==> src/rtl/easy_fifo_pkt.sv <==
// easy_fifo_pkt: single-clock FIFO with packet commit/drop.
// Words are written speculatively behind wr_ptr and become visible to the
// reader only once commit_ptr passes them. Packets that cannot fit are
// dropped automatically and the rest of the packet is swallowed.
module easy_fifo_pkt #(
  parameter int DWIDTH        = 32,
  parameter int DEPTH         = 64,
  parameter int PKT_MODE      = 1,
  parameter int OUTPUT_REG    = 1,
  parameter int AFULL_THRESH  = DEPTH - 4,
  parameter int AEMPTY_THRESH = 4
) (
  input  logic                     clk,
  input  logic                     rst_n,
  input  logic [DWIDTH-1:0]        wr_data,
  input  logic                     wr_en,
  input  logic                     wr_last,
  input  logic                     wr_drop,
  output logic                     wr_full,
  output logic                     wr_afull,
  output logic                     pkt_overflow,
  input  logic                     rd_en,
  output logic [DWIDTH-1:0]        rd_data,
  output logic                     rd_last,
  output logic                     rd_empty,
  output logic                     rd_aempty,
  output logic [$clog2(DEPTH):0]   fifo_cnt
);

  localparam int AW = $clog2(DEPTH);
  localparam int PW = AW + 1;
  localparam int MW = DWIDTH + 1;
  localparam logic [PW-1:0] ONE_P    = {{(PW-1){1'b0}}, 1'b1};
  localparam logic [PW-1:0] DEPTH_P  = PW'(DEPTH);
  localparam logic [PW-1:0] AFULL_P  = PW'(AFULL_THRESH);
  localparam logic [PW-1:0] AEMPTY_P = PW'(AEMPTY_THRESH);
  localparam logic          PKT_P    = (PKT_MODE != 0);

  typedef enum logic [0:0] {ST_NORMAL = 1'b0, ST_DISCARD = 1'b1} state_t;

  logic [MW-1:0] mem_r [DEPTH];
  logic [PW-1:0] wr_ptr_r, commit_ptr_r, rd_ptr_r;
  logic [PW-1:0] wr_ptr_nxt_s, commit_ptr_nxt_s;
  logic [PW-1:0] spec_occ_s, commit_occ_s;
  state_t        state_r, state_nxt_s;
  logic          pkt_overflow_r;
  logic          wr_full_s, wr_accept_s, drop_s, store_s, commit_s, auto_drop_s;
  logic          has_word_s, rd_pop_s, rd_empty_s;
  logic [MW-1:0] rd_word_s;

  assign spec_occ_s   = wr_ptr_r - rd_ptr_r;
  assign commit_occ_s = commit_ptr_r - rd_ptr_r;
  assign has_word_s   = (rd_ptr_r != commit_ptr_r);
  assign wr_accept_s  = wr_en & ~wr_full_s;
  assign drop_s       = PKT_P & wr_drop;
  // In DISCARD nothing is stored; only NORMAL writes that are not dropped land in memory.
  assign store_s      = (state_r == ST_NORMAL) & wr_accept_s & ~drop_s;
  assign commit_s     = store_s & (wr_last | ~PKT_P);
  // A non-last word that fills memory while nothing is committed can never be completed.
  assign auto_drop_s  = PKT_P & store_s & ~wr_last &
                        ((wr_ptr_r + ONE_P - rd_ptr_r) == DEPTH_P) &
                        (commit_ptr_r == rd_ptr_r);

  // FSM state register.
  always_ff @(posedge clk or negedge rst_n) begin
    if (!rst_n) begin
      state_r <= ST_NORMAL;
    end else begin
      state_r <= state_nxt_s;
    end
  end

  // FSM next state: enter DISCARD on auto-drop, leave it on a last word or an explicit drop.
  always_comb begin
    state_nxt_s = state_r;
    case (state_r)
      ST_NORMAL: begin
        if (auto_drop_s) state_nxt_s = ST_DISCARD;
        else             state_nxt_s = ST_NORMAL;
      end
      ST_DISCARD: begin
        if (drop_s || (wr_en && wr_last)) state_nxt_s = ST_NORMAL;
        else                              state_nxt_s = ST_DISCARD;
      end
      default: state_nxt_s = ST_NORMAL;
    endcase
  end

  // FSM outputs: back-pressure only applies in NORMAL; DISCARD swallows everything.
  always_comb begin
    wr_full_s = 1'b0;
    case (state_r)
      ST_NORMAL:  wr_full_s = (spec_occ_s == DEPTH_P);
      ST_DISCARD: wr_full_s = 1'b0;
      default:    wr_full_s = 1'b0;
    endcase
  end

  // Write/commit pointer next values: drop and auto-drop rewind to the last commit point.
  always_comb begin
    wr_ptr_nxt_s     = wr_ptr_r;
    commit_ptr_nxt_s = commit_ptr_r;
    if (drop_s || auto_drop_s) begin
      wr_ptr_nxt_s = commit_ptr_r;
    end else if (store_s) begin
      wr_ptr_nxt_s = wr_ptr_r + ONE_P;
      if (commit_s) commit_ptr_nxt_s = wr_ptr_r + ONE_P;
      else          commit_ptr_nxt_s = commit_ptr_r;
    end else begin
      wr_ptr_nxt_s = wr_ptr_r;
    end
  end

  // Pointer registers and the one-cycle overflow pulse.
  always_ff @(posedge clk or negedge rst_n) begin
    if (!rst_n) begin
      wr_ptr_r       <= {PW{1'b0}};
      commit_ptr_r   <= {PW{1'b0}};
      rd_ptr_r       <= {PW{1'b0}};
      pkt_overflow_r <= 1'b0;
    end else begin
      wr_ptr_r       <= wr_ptr_nxt_s;
      commit_ptr_r   <= commit_ptr_nxt_s;
      pkt_overflow_r <= auto_drop_s;
      if (rd_pop_s) rd_ptr_r <= rd_ptr_r + ONE_P;
    end
  end

  // Storage array; contents are meaningless until committed, so no reset.
  always_ff @(posedge clk) begin
    if (store_s) mem_r[wr_ptr_r[AW-1:0]] <= {wr_last, wr_data};
  end

  generate
    if (OUTPUT_REG != 0) begin : g_oreg
      logic          out_valid_r;
      logic [MW-1:0] out_word_r;
      logic          load_s;

      assign load_s     = has_word_s & (~out_valid_r | rd_en);
      assign rd_pop_s   = load_s;
      assign rd_empty_s = ~out_valid_r;
      assign rd_word_s  = out_word_r;

      // Output stage: refill whenever empty or being consumed and a committed word exists.
      always_ff @(posedge clk or negedge rst_n) begin
        if (!rst_n) begin
          out_valid_r <= 1'b0;
          out_word_r  <= {MW{1'b0}};
        end else if (load_s) begin
          out_valid_r <= 1'b1;
          out_word_r  <= mem_r[rd_ptr_r[AW-1:0]];
        end else if (rd_en) begin
          out_valid_r <= 1'b0;
        end
      end
    end else begin : g_comb
      assign rd_pop_s   = rd_en & has_word_s;
      assign rd_empty_s = ~has_word_s;
      // Show zero while empty so uncommitted or stale memory never reaches the port.
      assign rd_word_s  = has_word_s ? mem_r[rd_ptr_r[AW-1:0]] : {MW{1'b0}};
    end
  endgenerate

  assign wr_full      = wr_full_s;
  assign wr_afull     = (spec_occ_s >= AFULL_P);
  assign pkt_overflow = pkt_overflow_r;
  assign rd_data      = rd_word_s[DWIDTH-1:0];
  assign rd_last      = rd_word_s[DWIDTH];
  assign rd_empty     = rd_empty_s;
  assign rd_aempty    = (commit_occ_s <= AEMPTY_P);
  assign fifo_cnt     = commit_occ_s;

endmodule

==> config.mk <==
export PLATFORM = sky130hd
export DESIGN_NAME = easy_fifo_pkt
export DESIGN_NICKNAME = d
export VERILOG_FILES = /design/src/rtl/easy_fifo_pkt.sv
export SDC_FILE = /design/constraint.sdc
export NUM_CORES = 2
export LEC_CHECK = 0
export ABC_AREA = 1
export ABC_CLOCK_PERIOD_IN_PS = 5950
export BUFFER_PORTS_ARGS = -buffer_cell sky130_fd_sc_hd__buf_4
export CORE_ASPECT_RATIO = 1.1
export CORE_MARGIN = 2
export CORE_UTILIZATION = 29
export CTS_CLUSTER_DIAMETER = 40
export DETAILED_ROUTE_END_ITERATION = 10
export GPL_TIMING_DRIVEN = 0
export PLACE_DENSITY = 0.4
export SLEW_MARGIN = 25
export SYNTH_ARGS = -nofsm -noshare
export SYNTH_HDL_FRONTEND = slang
export SYNTH_SLANG_ARGS = --single-unit
==> constraint.sdc <==
create_clock -name clk -period 5.95 [get_ports clk]
set_input_delay 0 -clock clk [delete_from_list [all_inputs] [get_ports clk]]
set_output_delay 0 -clock clk [all_outputs]
set_load 0.01 [all_outputs]
==> impl_metrics.tcl <==
set metrics [dict create \
    grt_pass1_vias 59800 \
    core_region_area_um2 295000 \
    failed_checks "setup timing" \
    drv_slew 0 \
    worst_ep_arrival_time_ps 6930 \
    fin_worst_skew_ps 57.2 \
    drt_pre_antenna_iters 7 \
    cts.root.buffer_cell "clkbuf_16" \
    synth_top_flop_cell "edfxtp_1" \
    postSynthRegisterBits 2169 \
    clock.fmax_mhz 162 \
    timing.reg2reg.worst_path_depth 13 \
    finish.instance_area_um2 110000 \
    synth-async-reset-ratio_pct 2.63 \
    finish.cell_count_without_fillers 11600 \
    detail_route.vias_per_cell 5.67 \
    pin_count_of_the_biggest_net_entering_global_routing 65 \
    ys_seq_area_share_pct 75.3 \
    layout_min_cycle_time_ps 6150 \
    port_buffers 82 \
    initial_antenna_violation_count 72 \
    cap_violations 0 \
    endpoint_kind "flip-flop" \
    ys_warn_count 0 \
    place.detailed.instances 10800 \
    drt_first_iter_violations 10900 \
    layout_commonest_cell "edfxtp_1" \
    fin_nets 7391 \
    least_margin_pin_slew_ps 1190 \
    power.switching_fraction_pct 43.7 \
    netlist-cell-type-count 43 \
    cts_inserted_buffers 360 \
    report.power.total_mw 64.0 \
    number_of_synthesized_flops_with_an_enable_pin 2112 \
    timing.hold.worst.start "wr_data[13]" \
    peakVddDrop_uv 301 \
    wirelength_um 471000 \
    post-route-drc-count 0 \
    synthesis.instances 6616 \
    postSynthNetCount 6676 \
    fin_ws_ps -204 \
    postLayoutCoreUtil_pct 37.4 \
    ctsHtreeMaxLevel 5 \
    post_synth.cell_area_avg_um2 13.0 \
    critical_path_required_ps 6720 \
    run_status "complete, but fails checks" \
    holdPathEnd "mem_r[21][13]" \
    mostFrequentLayoutCells "2112 x edfxtp_1, 1370 x nor2_1, 1031 x o21ai_0, 423 x nand2_1, 367 x clkbuf_16" \
    worstSetupPathType "flip-flop to flip-flop" \
    tritoncts "yes" \
    post-dp-hpwl_um 339000 \
    power_frac_clock_pct 34.5 \
    placementRows 209 \
    synth_area_leader_cell "edfxtp_1" \
    path_max_fanout 12 \
    die_area_um2 301000 \
    grt_setup_unrepaired "yes" \
    seq_power_share_pct 27.1 \
    cts_max_path_buffers 4 \
    power.leakage_nw 36.5 \
    clk-insertion-delay-late_ps 920 \
    tightest_hold_margin_ps 89.1 \
    fp.dieH_um 576 \
    synthesis.area_um2 86100 \
    design.portCount 83 \
    detail-route-antenna-nets 0 \
    combPwrFrac_pct 38.4 \
    die_width_um 524 \
    slack_of_the_worst_reg_to_reg_path_ps -200 \
    slew_headroom_pct 20.6 \
    flow.area_growth_from_synthesis_pct 28.3 \
    finalHoldViolCount 0 \
    regToRegStartpoint "rd_ptr_r[3]" \
    dp_slack_ps -242 \
    setup-tns-final_ps -2370 \
    routabilityCongestion 0.945 \
    synth.top_cell.area_share_pct 73.7 \
    netlist_top_cells_area "edfxtp_1 74%, nor2_1 6.3%, o21ai_0 6.0%" \
    cts_sinks 2169 \
    placed_area_um2 97000 \
    globalRouteOverflowTotal 0 \
    internal_power_mw 36.1 \
    final-setup-viol-count 47 \
    routed-via-count 65600 \
    powerDensity_nw_per_um2 580 \
    worst_path_clk_slew_ps 60 \
    wl_per_cell_um 40.7 \
    worst_hold_path_type "input pin to flip-flop" \
    reg2reg_to "g_oreg.out_word_r[3]" \
    start_util_pct 29.2 \
    power.switching_mw 27.9 \
    layout-drive-gt1-share_pct 16.4 \
    layout_worst_path_cycle_share_pct 103 \
    grt.total_usage_pct 30.5 \
    grt_first_pass_wirelength_um 603000 \
    critical_path.startpoint_type "flip-flop" \
    fillerInstances 28300 \
    whs_path_depth 2 \
]
[flip-flops by register name, summed over array words and instances, names as in the netlist]
name	count
mem_r	2112
g_oreg.out_word_r	33
commit_ptr_r	7
rd_ptr_r	7
wr_ptr_r	7
g_oreg.out_valid_r	1
pkt_overflow	1
state_r	1
[power groups by stage]
stage / sequential (mW) / clock, mW / combinational (mW)
2_1_floorplan: 17.6 / 0 / 9.79
3_3_place_gp: 17.7 / 0 / 23.2
3_5_place_dp: 17.7 / 0 / 23.6
4_1_cts: 17.4 / 22.1 / 23.7
5_1_grt: 17.4 / 22.7 / 24.7
6_report: 17.4 / 22.1 / 24.6
[area by class of cell]
| type | instances | area, um2 | share of cell area, % |
|---|---|---|---|
| Clock buffer | 401 | 9330 | 8.45 |
| Antenna cell | 30 | 75.1 | 0.0680 |
| Tap cell | 3903 | 4880 | 4.42 |
| Multi-Input combinational cell | 3938 | 19300 | 17.5 |
| Inverter | 56 | 210 | 0.190 |
| Clock inverter | 265 | 3270 | 2.96 |
| Timing Repair Buffer | 353 | 6240 | 5.65 |
| Sequential cell | 2169 | 64800 | 58.7 |
| Buffer | 453 | 2290 | 2.08 |
[per-layer routing]
| layer | global-route usage [%] | wire [um] | up-vias |
|---|---|---|---|
| li1 | - | - | 26100 |
| met1 | 39.5 | 182000 | 34000 |
| met2 | 46.5 | 209000 | 4423 |
| met3 | 6.46 | 46300 | 1080 |
| met4 | 18.8 | 34100 | 26 |
| met5 | 0 | 176 | - |
[synth_stat cells, types with 2 or more instances]
master and number:
clkinv_1 2, nand4_1 17, nor2_1 1434, a31oi_1 16, edfxtp_1 2112, dfrtp_1 57
buf_6 22, buf_1 11, buf_2 133, nand2_2 3, xor2_1 14, o21ai_1 53
ha_1 20, nand2_1 423, nor3_1 5, nand3b_1 4, clkbuf_1 230, or2_2 4
fa_1 2, inv_2 5, o21bai_1 2, nand3_2 2, inv_1 49, a21oi_1 85
or2_1 2, xnor2_1 4, buf_4 57, o21ai_0 1034, o22ai_1 298, o211ai_1 221
o221ai_1 27, nand3_1 257
[timing repair]
action                                  CTS  global route
setup buffers                             0            21
pin swaps                                 0            10
endpoints found under the hold margin  2187             0
setup endpoints to repair               469           187
hold buffers                             43             0
gates resized for setup                   2             0
[worst max path at each step]
stage                startpoint                   end  slack, ps  cells after the start
floorplan           rd_ptr_r[1]           mem_r[0][0]       1480                     16
global placement    rd_ptr_r[1]         mem_r[31][10]      -4820                     17
detailed placement  rd_ptr_r[3]          mem_r[8][15]       -240                     18
CTS                 rd_ptr_r[1]         mem_r[14][31]         10                     19
global route        rd_ptr_r[1]         mem_r[30][11]       -150                     19
finish              rd_ptr_r[3]  g_oreg.out_word_r[3]       -200                     13
[worst max-delay path, stage by stage (launching register included)]
cell and delay (ps):
dfrtp_1 490, inv_2 210, clkbuf_1 890, clkbuf_2 580, ha_1 380, nand2_1 110, nor2_1 50, nand3b_1 320
nand2_1 350, clkinv_1 410, clkbuf_1 740, nand3_1 810, a21oi_1 530, nor2_1 70
[kinds of logic (layout without fill, tap and decap cells)]
group	count (synthesis)	in the layout	share of synthesized area [%]
and+or+nand+nor	2158	2158	9.96
AOI/OAI and AO/OA	1739	1739	11.3
adders and majority gates	22	22	0.337
buffers and inverters	509	1528	2.85
DFF	2169	2169	75.3
xor gates and xnor gates	19	19	0.202
other	0	30	0
Note: power is estimated with default switching activity, not from simulation.
